### src/rtl/mem_port_arbiter.sv
// Round-robin arbiter sharing one fixed-latency memory port between
// instruction fetch (IF) and the load/store unit (LS).
module mem_port_arbiter #(
    parameter int DATA_W  = 64,
    parameter int MEM_LAT = 2
) (
    input  logic              clk,
    input  logic              reset,
    input  logic              if_req,
    input  logic [DATA_W-1:0] if_addr,
    output logic              if_gnt,
    output logic              if_rvalid,
    output logic [DATA_W-1:0] if_rdata,
    input  logic              ls_req,
    input  logic              ls_we,
    input  logic [DATA_W-1:0] ls_addr,
    input  logic [DATA_W-1:0] ls_wdata,
    output logic              ls_gnt,
    output logic              ls_rvalid,
    output logic [DATA_W-1:0] ls_rdata,
    output logic              mem_en,
    output logic              mem_we,
    output logic [DATA_W-1:0] mem_addr,
    output logic [DATA_W-1:0] mem_wdata,
    input  logic [DATA_W-1:0] mem_rdata,
    output logic              owner,
    output logic              stall_if,
    output logic              stall_ls
);

    typedef enum logic {
        S_IDLE,
        S_WAIT
    } state_t;

    localparam logic       OWN_IF = 1'b0;
    localparam logic       OWN_LS = 1'b1;
    localparam logic [3:0] LAT    = 4'(MEM_LAT);

    state_t              r_state;
    state_t              w_state_nxt;
    logic [3:0]          r_cnt;
    logic [3:0]          w_cnt_nxt;
    logic                r_last_gnt;
    logic                r_owner;
    logic                r_we;
    logic                r_if_rvalid;
    logic                r_ls_rvalid;
    logic [DATA_W-1:0]   r_if_rdata;
    logic [DATA_W-1:0]   r_ls_rdata;
    logic                w_grant;
    logic                w_winner;
    logic                w_capture;

    always_comb begin
        w_state_nxt = r_state;
        w_cnt_nxt   = r_cnt;
        w_grant     = 1'b0;
        w_winner    = r_owner;
        w_capture   = 1'b0;
        case (r_state)
            S_IDLE: begin
                // Gated by reset so every output reads 0 while reset is held.
                if (!reset && (if_req || ls_req)) begin
                    w_grant     = 1'b1;
                    w_winner    = (if_req && ls_req) ? ~r_last_gnt : ls_req;
                    w_state_nxt = S_WAIT;
                    w_cnt_nxt   = 4'd1;
                end
            end
            S_WAIT: begin
                if (r_cnt == LAT) begin
                    w_capture   = 1'b1;
                    w_state_nxt = S_IDLE;
                    w_cnt_nxt   = '0;
                end else begin
                    w_cnt_nxt = r_cnt + 4'd1;
                end
            end
            default: w_state_nxt = S_IDLE;
        endcase

        if_gnt    = w_grant && (w_winner == OWN_IF);
        ls_gnt    = w_grant && (w_winner == OWN_LS);
        mem_en    = w_grant;
        mem_we    = ls_gnt && ls_we;
        owner     = w_grant ? w_winner : r_owner;
        mem_addr  = !w_grant ? '0 : ((w_winner == OWN_LS) ? ls_addr : if_addr);
        mem_wdata = ls_gnt ? ls_wdata : '0;
        stall_if  = !reset && if_req && !if_gnt;
        stall_ls  = !reset && ls_req && !ls_gnt;
    end

    always_ff @(posedge clk or posedge reset) begin
        if (reset) begin
            r_state     <= S_IDLE;
            r_cnt       <= '0;
            r_last_gnt  <= OWN_LS;
            r_owner     <= OWN_IF;
            r_we        <= 1'b0;
            r_if_rvalid <= 1'b0;
            r_ls_rvalid <= 1'b0;
            r_if_rdata  <= '0;
            r_ls_rdata  <= '0;
        end else begin
            r_state     <= w_state_nxt;
            r_cnt       <= w_cnt_nxt;
            r_if_rvalid <= w_capture && (r_owner == OWN_IF);
            r_ls_rvalid <= w_capture && (r_owner == OWN_LS);
            if (w_grant) begin
                r_owner    <= w_winner;
                r_last_gnt <= w_winner;
                r_we       <= ls_gnt && ls_we;
            end
            if (w_capture) begin
                if (r_owner == OWN_IF) begin
                    r_if_rdata <= mem_rdata;
                end else begin
                    r_ls_rdata <= r_we ? '0 : mem_rdata;
                end
            end
        end
    end

    assign if_rvalid = r_if_rvalid;
    assign ls_rvalid = r_ls_rvalid;
    assign if_rdata  = r_if_rdata;
    assign ls_rdata  = r_ls_rdata;

endmodule

### config.mk
export PLATFORM = sky130hd
export DESIGN_NAME = mem_port_arbiter
export DESIGN_NICKNAME = d
export VERILOG_FILES = /design/src/rtl/mem_port_arbiter.sv
export SDC_FILE = /design/constraint.sdc
export NUM_CORES = 1
export LEC_CHECK = 0
export CELL_PAD_IN_SITES_DETAIL_PLACEMENT = 1
export CELL_PAD_IN_SITES_GLOBAL_PLACEMENT = 2
export CORE_AREA = 5 5 203 205
export CTS_CLUSTER_DIAMETER = 60
export DETAILED_ROUTE_END_ITERATION = 8
export DIE_AREA = 0 0 208 210
export GPL_ROUTABILITY_DRIVEN = 1
export PLACE_DENSITY = 0.79
export SLEW_MARGIN = 20
export SYNTH_ARGS = -nofsm -noshare
export SYNTH_HDL_FRONTEND = slang
export SYNTH_SLANG_ARGS = --single-unit
### constraint.sdc
create_clock -name clk -period 12.3 [get_ports clk]
set_input_delay 3.69 -clock clk [delete_from_list [all_inputs] [get_ports clk]]
set_output_delay 3.69 -clock clk [all_outputs]
set_load 0.01 [all_outputs]
==> qor.txt <==
cell area after synthesis - 0.00757 mm^2
H-tree depth - 4
number of hold violations in the final report - 0
number of iterations in the first detailed-routing pass - 4
Post-CTS Hold Fix Bufs - 0
Post-Place Cell Area - 0.0132 mm^2
class of the tightest hold or removal check - register to register
Leakage Power - 5.58 nW
crit path setup slack, layout - 1.67 ns
area of the placeable core - 0.0393 mm^2
portion of the post-synthesis area used by sequential elements - 45.6%
starting density of the core - 19.3%
Worst Skew - 0.0168 ns
number of buffers inserted by port buffering - 525
setup repair after global routing missed its margin - no
synthesized area divided by synthesized cell count - 12.1 um^2
width of the chip - 208 um
# Max-Cap Violations - 0
min Tclk post-route - 10.63 ns
storage element area - 0.00346 mm^2
total number of vias - 7,033
GRT Resource Usage Total - 15.7%
critical path type - input pin to output pin
total nets after synthesis - 888
cells after synthesis - 625
distinct cell type count after synthesis - 32
clk root buf - clkbuf_16
buffers from clock root to sink, at most - 2
number of failing setup endpoints in the final timing report - 0
cell area after layout - 0.0139 mm^2
routed wirelength normalized by instance count - 21.7 um
number of setup buffers added after CTS - 0
fraction of synthesis flops using an asynchronous set or reset pin - 100%
GRT overflow - 0
Fmax achieved - 94.1 MHz
num ports - 526
remaining routing DRC violations - 0
post-layout instance count excluding filler cells - 1,651
row cnt - 73
Vias per Instance - 4.26
most congested layer reported by global routing - met2
met2 usage - 28.3%
number of filler instances in the final layout - 4,368
clock buffer count from CTS - 17
number of resized instances in the post-cts repair step - 0
# nets final - 1,376
setup TNS - 0 ns
total power per unit cell area - 203 mW/mm^2
floorplan die area - 0.0437 mm^2
count of flip-flops with a built-in enable after synthesis - 0
DP Wirelength - 27.7 mm
portion of the clock cycle consumed by the worst path in the final layout - 86.4%
DRT antenna net count - 0
startpoint type of the worst setup path - input pin
maximum number of pins on one net before global-route repair - 78
TritonCTS clock tree - built
type of element capturing the critical path - output pin
fin. max-slew vios - 0
Chip Height - 210 um
routability-driven placement congestion ratio - 0.821
Post-synth top flop - dfrtp_1
number of global-route vias before repair - 7,923
worst-skew pair later-pin latency - 0.43 ns
outcome - completed
global-route wire length before repair - 52.9 mm
Worst-path clk slew - 0.06 ns
final WL - 35.8 mm
maximum resistive drop on vdd - 0.0888 mV
Max Fanout on Critical Path - 67
initial antenna violation count - 3
met3 GRT Util - 6.80%
required arrival time at the worst endpoint - 8.61 ns
placed cell count - 1,619
Num Clock Sinks - 138
hold slack - 0.491 ns
transition time of the tightest slew-check pin - 1.08 ns
Seq cells post-synth - 138
worst rel slew slack - 27.7%
synth warn - 0
Syn-to-layout area delta - 83.6%
leading cell types in the layout, fill and taps excluded - clkdlybuf4s50_1, dfrtp_1, mux2_2, and3_1
arrival time at the worst endpoint - 6.94 ns
pre-CTS WS - 1.66 ns
met1 demand-to-capacity share in global routing - 16.9%
most common cell after layout, fill and taps aside - clkdlybuf4s50_1
Detailed Route Iter0 Violations - 183
layout cell share with drive strength beyond 1 - 20.0%
combined area of the multi-input logic cells - 0.00375 mm^2
## power by group
| part | total (mW) | switching, mW | internal [mW] |
|---|---|---|---|
| Combinational | 1.40 | 0.564 | 0.838 |
| Clock | 0.593 | 0.202 | 0.392 |
| Sequential | 0.824 | 0.142 | 0.683 |
## worst max-delay path, cell delays in order
cell and delay, ns:
clkdlybuf4s50_1 0.61, nor3b_4 0.25, buf_4 0.51, nand2_4 0.70, a2bb2oi_2 0.49, clkdlybuf4s50_1 0.62
## state kept, by name, indices dropped and copies added (netlist names)
signal / count
ls_rvalid: 1
r_cnt: 4
r_state: 1
if_rdata: 64
r_owner: 1
r_we: 1
if_rvalid: 1
ls_rdata: 64
r_last_gnt: 1
## synth_stat cells, types with 2 or more instances
| cell | instances | share of area (%) |
|---|---|---|
| buf_2 | 6 | 0.40 |
| a2bb2oi_2 | 49 | 9.7 |
| mux2_2 | 117 | 17 |
| nor3_1 | 3 | 0.20 |
| nor3b_4 | 2 | 0.50 |
| mux2_1 | 2 | 0.30 |
| mux2_4 | 9 | 1.8 |
| a21oi_1 | 3 | 0.20 |
| buf_6 | 17 | 2.5 |
| ha_1 | 2 | 0.33 |
| buf_1 | 2 | 0.099 |
| a2bb2oi_1 | 15 | 1.7 |
| nor2b_1 | 65 | 5.4 |
| buf_4 | 2 | 0.20 |
| inv_1 | 7 | 0.35 |
| and3_1 | 66 | 5.5 |
| nand2_1 | 4 | 0.20 |
| nand3_1 | 66 | 4.4 |
| dfrtp_1 | 137 | 45 |
| a21o_1 | 3 | 0.30 |
| clkbuf_1 | 37 | 1.8 |
## layout make-up
class | instances | area share (%)
diodes | 1 | 0.0180
clock buffers | 21 | 3.31
clock inverters | 10 | 1.53
inverters | 7 | 0.225
multi-input cells | 416 | 27.0
flip-flops and latches | 138 | 24.9
well taps | 525 | 4.73
repair buffers | 533 | 38.3
## kinds of logic (layout without fill, tap and decap cells)
family	count (synthesis)	in the layout	synth area share (%)
muxes	128	128	19.5
other	0	1	0
adders and majority gates	2	2	0.331
DFF	138	138	45.6
AOI/OAI and AO/OA	74	74	12.5
buffers and inverters	71	571	5.41
xor gates and xnor gates	1	1	0.116
and+or+nand+nor	211	211	16.5
## per-layer routing
metal	up-vias	part of all wire (%)
li1	3228	-
met1	3452	38
met2	311	51
met3	36	9.4
met4	6	1.9
met5	-	0.078
## per-stage QoR
stage / power, mW / utilization (%)
floorplan: 1.49 / -
global placement: 2.23 / 33.6
detailed placement: 2.26 / 33.6
CTS: 2.87 / 35.3
global route: 2.98 / 35.4
finish: 2.82 / 35.4
## final timing paths
check	startpoint	endpoint	slack [ns]	cells past startpoint
max	reset	mem_addr[43]	1.67	6
min	if_rdata[5]	if_rdata[5]	0.49	1
max reg2reg	r_state	r_last_gnt	9.68	5
min reg2reg	if_rdata[5]	if_rdata[5]	0.49	1
max in group asynchronous	reset	if_rdata[46]	7.20	3
min in group asynchronous	reset	ls_rdata[9]	3.94	2
Power figures use the tool's default switching activity.
